File: config.mk
export PLATFORM = sky130hd
export DESIGN_NAME = cm_bit_sequencer
export DESIGN_NICKNAME = d
export VERILOG_FILES = /design/src/rtl/cm_bit_sequencer.sv
export SDC_FILE = /design/constraint.sdc
export NUM_CORES = 1
export LEC_CHECK = 0
export ABC_AREA = 1
export CAP_MARGIN = 25
export CORE_MARGIN = 8
export CORE_UTILIZATION = 45
export DETAILED_ROUTE_END_ITERATION = 10
export PLACE_DENSITY_LB_ADDON = 0.12
export RECOVER_POWER = 50
export SLEW_MARGIN = 20
export SYNTH_ARGS = -nofsm -noshare
export SYNTH_HDL_FRONTEND = slang
export SYNTH_SLANG_ARGS = --single-unit
File: constraint.sdc
create_clock -name clk -period 2.3 [get_ports clk]
set_input_delay 0.46 -clock clk [delete_from_list [all_inputs] [get_ports clk]]
set_output_delay 0.46 -clock clk [all_outputs]
set_load 0.02 [all_outputs]
File: src/rtl/cm_bit_sequencer.sv
// cm_bit_sequencer: per-bit lookup -> code -> train controller for the CM path.
// Build option: CMSEQ_OVERLAP_EN lets the next lookup overlap the trainer write.
module cm_bit_sequencer #(
  parameter int CM_TW = 20,
  parameter int CM_DW = 32,
  parameter int P_DW  = 12
) (
  input  logic             clk,
  input  logic             rst,
  input  logic             table_ready,
  input  logic [7:0]       byte_in,
  input  logic [CM_TW-1:0] cxt_hash,
  input  logic             byte_valid,
  output logic             byte_ready,
  output logic             byte_done,
  output logic [CM_TW-1:0] lu_cxt,
  output logic             wr_b,
  input  logic [CM_DW-1:0] crcm_in,
  input  logic             crcm_valid,
  output logic [P_DW-1:0]  p_out,
  output logic             bit_out,
  output logic             pb_valid,
  input  logic             pb_ready,
  output logic [CM_TW-1:0] train_cxt,
  output logic             train_y,
  output logic [CM_DW-1:0] train_crcm,
  output logic             train_valid,
  input  logic             train_ready,
  input  logic             train_finish
);

  typedef enum logic [2:0] {
    S_IDLE,
    S_LOOKUP,
    S_WAIT_CM,
    S_CODE,
    S_TRAIN,
    S_WAIT_TRAIN,
    S_NEXT
  } state_t;

  state_t           state_q, state_d;
  logic [7:0]       byte_q, byte_d;
  logic [CM_TW-1:0] hash_q, hash_d;
  logic [8:0]       c0_q, c0_d;
  logic [2:0]       bitcnt_q, bitcnt_d;
  logic [CM_DW-1:0] cm_q, cm_d;

  logic             byte_ready_q, byte_ready_d;
  logic             byte_done_q, byte_done_d;
  logic [CM_TW-1:0] lu_cxt_q, lu_cxt_d;
  logic             wr_b_q, wr_b_d;
  logic [P_DW-1:0]  p_out_q, p_out_d;
  logic             bit_out_q, bit_out_d;
  logic             pb_valid_q, pb_valid_d;
  logic [CM_TW-1:0] train_cxt_q, train_cxt_d;
  logic             train_y_q, train_y_d;
  logic [CM_DW-1:0] train_crcm_q, train_crcm_d;
  logic             train_valid_q, train_valid_d;

  logic [P_DW-1:0]  p_raw;
  logic [P_DW-1:0]  p_clamp;
  logic [8:0]       c0_nx;

`ifdef CMSEQ_OVERLAP_EN
  logic unused_train_finish;
  assign unused_train_finish = train_finish;
`endif

  // Probability from the entry's top bits; zero is never a legal probability
  always_comb begin
    p_raw   = crcm_in[CM_DW-1 -: P_DW];
    p_clamp = (p_raw == '0) ? P_DW'(1) : p_raw;
    c0_nx   = {c0_q[7:0], bit_out_q};
  end

  // Next-state and registered-output computation
  always_comb begin
    state_d      = state_q;
    byte_d       = byte_q;
    hash_d       = hash_q;
    c0_d         = c0_q;
    bitcnt_d     = bitcnt_q;
    cm_d         = cm_q;
    byte_done_d  = 1'b0;
    lu_cxt_d     = lu_cxt_q;
    p_out_d      = p_out_q;
    bit_out_d    = bit_out_q;
    train_cxt_d  = train_cxt_q;
    train_y_d    = train_y_q;
    train_crcm_d = train_crcm_q;

    unique case (state_q)
      S_IDLE: begin
        if (byte_valid && byte_ready_q) begin
          byte_d   = byte_in;
          hash_d   = cxt_hash;
          c0_d     = 9'd1;
          bitcnt_d = 3'd0;
          lu_cxt_d = cxt_hash + CM_TW'(1);
          state_d  = S_LOOKUP;
        end
      end
      S_LOOKUP: state_d = S_WAIT_CM;
      S_WAIT_CM: begin
        if (crcm_valid) begin
          cm_d      = crcm_in;
          p_out_d   = p_clamp;
          bit_out_d = byte_q[3'd7 - bitcnt_q];
          state_d   = S_CODE;
        end
      end
      S_CODE: begin
        if (pb_ready) begin
          train_cxt_d  = lu_cxt_q;
          train_y_d    = bit_out_q;
          train_crcm_d = cm_q;
          state_d      = S_TRAIN;
        end
      end
      S_TRAIN: begin
        if (train_ready) begin
`ifdef CMSEQ_OVERLAP_EN
          state_d     = S_NEXT;
          byte_done_d = (bitcnt_q == 3'd7);
`else
          state_d     = S_WAIT_TRAIN;
`endif
        end
      end
      S_WAIT_TRAIN: begin
`ifndef CMSEQ_OVERLAP_EN
        if (train_finish) begin
          state_d     = S_NEXT;
          byte_done_d = (bitcnt_q == 3'd7);
        end
`else
        state_d = S_NEXT;
`endif
      end
      S_NEXT: begin
        c0_d     = c0_nx;
        bitcnt_d = bitcnt_q + 3'd1;
        if (bitcnt_q == 3'd7) begin
          state_d = S_IDLE;
        end else begin
          lu_cxt_d = hash_q + CM_TW'(c0_nx);
          state_d  = S_LOOKUP;
        end
      end
      default: state_d = S_IDLE;
    endcase

    byte_ready_d  = (state_d == S_IDLE) && table_ready;
    wr_b_d        = (state_d == S_LOOKUP);
    pb_valid_d    = (state_d == S_CODE);
    train_valid_d = (state_d == S_TRAIN);
  end

  // State and output registers with synchronous reset
  always_ff @(posedge clk) begin
    if (rst) begin
      state_q       <= S_IDLE;
      byte_q        <= '0;
      hash_q        <= '0;
      c0_q          <= 9'd1;
      bitcnt_q      <= '0;
      cm_q          <= '0;
      byte_ready_q  <= 1'b0;
      byte_done_q   <= 1'b0;
      lu_cxt_q      <= '0;
      wr_b_q        <= 1'b0;
      p_out_q       <= '0;
      bit_out_q     <= 1'b0;
      pb_valid_q    <= 1'b0;
      train_cxt_q   <= '0;
      train_y_q     <= 1'b0;
      train_crcm_q  <= '0;
      train_valid_q <= 1'b0;
    end else begin
      state_q       <= state_d;
      byte_q        <= byte_d;
      hash_q        <= hash_d;
      c0_q          <= c0_d;
      bitcnt_q      <= bitcnt_d;
      cm_q          <= cm_d;
      byte_ready_q  <= byte_ready_d;
      byte_done_q   <= byte_done_d;
      lu_cxt_q      <= lu_cxt_d;
      wr_b_q        <= wr_b_d;
      p_out_q       <= p_out_d;
      bit_out_q     <= bit_out_d;
      pb_valid_q    <= pb_valid_d;
      train_cxt_q   <= train_cxt_d;
      train_y_q     <= train_y_d;
      train_crcm_q  <= train_crcm_d;
      train_valid_q <= train_valid_d;
    end
  end

  assign byte_ready  = byte_ready_q;
  assign byte_done   = byte_done_q;
  assign lu_cxt      = lu_cxt_q;
  assign wr_b        = wr_b_q;
  assign p_out       = p_out_q;
  assign bit_out     = bit_out_q;
  assign pb_valid    = pb_valid_q;
  assign train_cxt   = train_cxt_q;
  assign train_y     = train_y_q;
  assign train_crcm  = train_crcm_q;
  assign train_valid = train_valid_q;

endmodule

==> impl_metrics.toml <==
[setup_path]
r2r_slack_ns = 0.24
crit_path_start_kind = "flop"
critPathKind = "flop to flop"
end_kind = "flop"
slowest_stage = "fa_1"
rr_startpoint = "bit_out$_SDFFE_PP0P_"
critical_path.max_stage_delay_ns = 0.41
cp_max_fo = 3
reg2reg_to = "lu_cxt[16]$_SDFFE_PP0P_"
critPathRequiredTime_ns = 2.67
crit_chain = "ha_1 > inv_1 > fa_1 > inv_1 > nand3_1 > nand3_1 > nand2_1 > nand2_1 > nand2_1 > nand3b_1 > nand3_1 > a21oi_1"
arrival_ns = 2.43
reg2reg_depth = 12

[clock_tree]
ctsHoldBuffers = 0
cts_buffers = 17
clockBufferDepth = 2
cts_setup_buffers = 0
clock_latency_ns = 0.43
path_clk_slew_ns = 0.07
cts-root-buf = "clkbuf_16"
cts_sinks = 165
ctsResizeCount = 0
htreeDepth = 4
cts_tree = "built"

[routing]
met1_length_mm = 9.69
firstDrtPassIters = 5
wl_met2_mm = 9.90
viasPerCell = 5.05
drc = 0
drtIter0Drc = 315
drt_wl_total_mm = 21.6
vias = 6948
ant_nets = 0
top_layer = "met4"
wl_met3_mm = 1.63
wl_per_cell_um = 15.7

[pwr]
p_per_area_nw_per_um2 = 672
power_frac_clock_pct = 43.9
p_seq_share_pct = 46.9
swShare_pct = 27.1
ir_worst_vdd_uv = 516
internal_power_mw = 4.65
comb_power_share_pct = 9.1
leakage_nw = 3.98
switching_power_mw = 1.73

[sta]
setup_ws_ns = 0.242
max_freq_mhz = 486
setup_violations = 0
fin_skew_ns = 0.00967
slew_violations = 0
slew_headroom_pct = 22.2
period_needed_ns = 2.06
worst_slew_pin_slew_ns = 1.17
period_share_pct = 89.5
hold_viol = 0
rsz0062_at_grt = "false"

[global_route]
grt_pass1_wl_mm = 33.5
grt_usage_pct = 21.0
grt_max_degree = 86
antenna_found_initial = 0
overflow = 0
grt_pass1_vias = 6590

[logic_synthesis]
ys.flop_type = "dfxtp_1"
synth-seq-cells = 165
synth-edff-count = 0
async_reset_ff_share_pct = 0
synth-seq-area-share_pct = 46.2
synth_area_per_cell_um2 = 7.11
ys_warn_count = 0
synth_top_area_share_pct = 46.2
syn-num-nets = 1087
syn-cell-area_um2 = 7150
synth_common_cells = "nor2_1 (221), dfxtp_1 (165), nand2_1 (162)"
synth_most_common_cell = "nor2_1"
netlist_top_cells_area = "dfxtp_1 (46%), nor2_1 (12%), o21ai_0 (8.7%), nand2_1 (8.5%), a21oi_1 (6.2%)"
synthCells = 1006
synth_top_area_cell = "dfxtp_1"
synth.distinct_cells = 38

[placement]
port-buffer-count = 158
post-place-ws_ns = -0.0802
dp_hpwl_mm = 15.0
gp_congestion = 0.900

[worst_hold_path]
hp-class = "flop to flop"
hold_path_depth = 2
hold_path_end = "byte_q[2]$_SDFFE_PP0P_"
hold_start = "byte_q[2]$_SDFFE_PP0P_"

[layout]
nets = 1228
diodes = 0
syn2layout_area_growth_pct = 32.9
drive_gt1_share_pct = 4.66
fin_util_pct = 60.5
fillers = 1472

[die]
core_area_um2 = 15700
num_rows = 46
dieArea_um2 = 20200
io_pins = 159
initial_core_util_pct = 45.5
die_y_um = 142
die_x_um = 142

[run_status]
status = "finished clean"

[flow_run]
cap_violations = 0
logic make-up after synthesis:
kind of cell,synth area share [%]
AO/OA/AOI/OAI,17.3
XOR/XNOR,1.47
adder cells (fa/ha/maj),2.38
buffers and inverters,6.51
flip-flops,46.2
AND/OR/NAND/NOR,26.1
flip-flops by register name, indices dropped and copies added (netlist names):
signal / cells
bit_out: 1
bitcnt_q: 3
byte_done: 1
byte_q: 8
byte_ready: 1
c0_q: 8
cm_q: 32
hash_q: 20
lu_cxt: 20
p_out: 12
pb_valid: 1
state_q: 3
train_crcm: 32
train_cxt: 20
train_valid: 1
train_y: 1
wr_b: 1
through the flow:
stage | cells | instance area, µm² | hold slack [ns] | power (mW) | TNS [ns]
detailed placement | 1344 | 8990 | 0.447 | 3.65 | -0.190
CTS | 1376 | 9580 | 0.458 | 6.43 | 0
global route | 1376 | 9500 | 0.476 | 6.60 | 0
floorplan | 1006 | 7150 | 0.429 | 3.34 | 0
global placement | 1344 | 8990 | 0.443 | 3.65 | -0.0996
finish | 1376 | 9500 | 0.456 | 6.39 | 0
layout make-up:
cell class,instances,area [µm²],share of cell area (%)
multi-input combinational,725,3360,35.4
sequential,165,3300,34.8
timing repair buffer,176,1750,18.4
clock buffer,17,425,4.48
tap,216,270,2.84
inverter,62,233,2.45
clock inverter,15,159,1.67
worst max path at each step:
stage | startpoint | to | slack [ns]
2_1_floorplan | bit_out$_SDFFE_PP0P_ | lu_cxt[16]$_SDFFE_PP0P_ | 0.38
3_3_place_gp | cxt_hash[0] | lu_cxt[16]$_SDFFE_PP0P_ | -0.04
3_5_place_dp | cxt_hash[0] | lu_cxt[16]$_SDFFE_PP0P_ | -0.08
4_1_cts | bit_out$_SDFFE_PP0P_ | lu_cxt[16]$_SDFFE_PP0P_ | 0.27
5_1_grt | state_q[0]$_SDFF_PP0_ | train_cxt[13]$_SDFFE_PP0P_ | 0.10
6_report | bit_out$_SDFFE_PP0P_ | lu_cxt[16]$_SDFFE_PP0P_ | 0.24
layout by cell type, fill, tap and decap left out, types with 5 or more instances in the layout:
| cell type | netlist | final |
|---|---|---|
| a21oi_1 | 88 | 88 |
| buf_4 | 0 | 7 |
| clkbuf_1 | 39 | 5 |
| clkbuf_16 | 0 | 17 |
| clkdlybuf4s50_1 | 0 | 158 |
| dfxtp_1 | 165 | 165 |
| ha_1 | 12 | 12 |
| inv_1 | 57 | 58 |
| nand2_1 | 162 | 162 |
| nand3_1 | 53 | 54 |
| nor2_1 | 221 | 221 |
| nor3_1 | 10 | 11 |
| o21ai_0 | 124 | 124 |
| o21ai_1 | 14 | 14 |
| xnor2_1 | 9 | 9 |
per-layer routing:
metal / GRT usage [%] / vias to the layer above
met5: 0 / -
met4: 7.52 / 0
met3: 5.97 / 32
met2: 34.5 / 214
met1: 25.8 / 3134
li1: - / 3568
power by group through the flow:
stage	registers (mW)	logic (mW)	clock network, mW
finish	3.00	0.584	2.81
global route	3.00	0.638	2.96
CTS	3.00	0.592	2.85
detailed placement	3.06	0.588	0
global placement	3.06	0.586	0
floorplan	3.08	0.260	0
critical path: cells and delay by family (launching register included):
family,cells,cell delay [ns]
compound gates,1,0.14
buf+inv,2,0.18
simple gates,7,0.71
flops,1,0.34
fa+ha+maj,2,0.61
No activity file was read; power rests on OpenSTA's default activity.
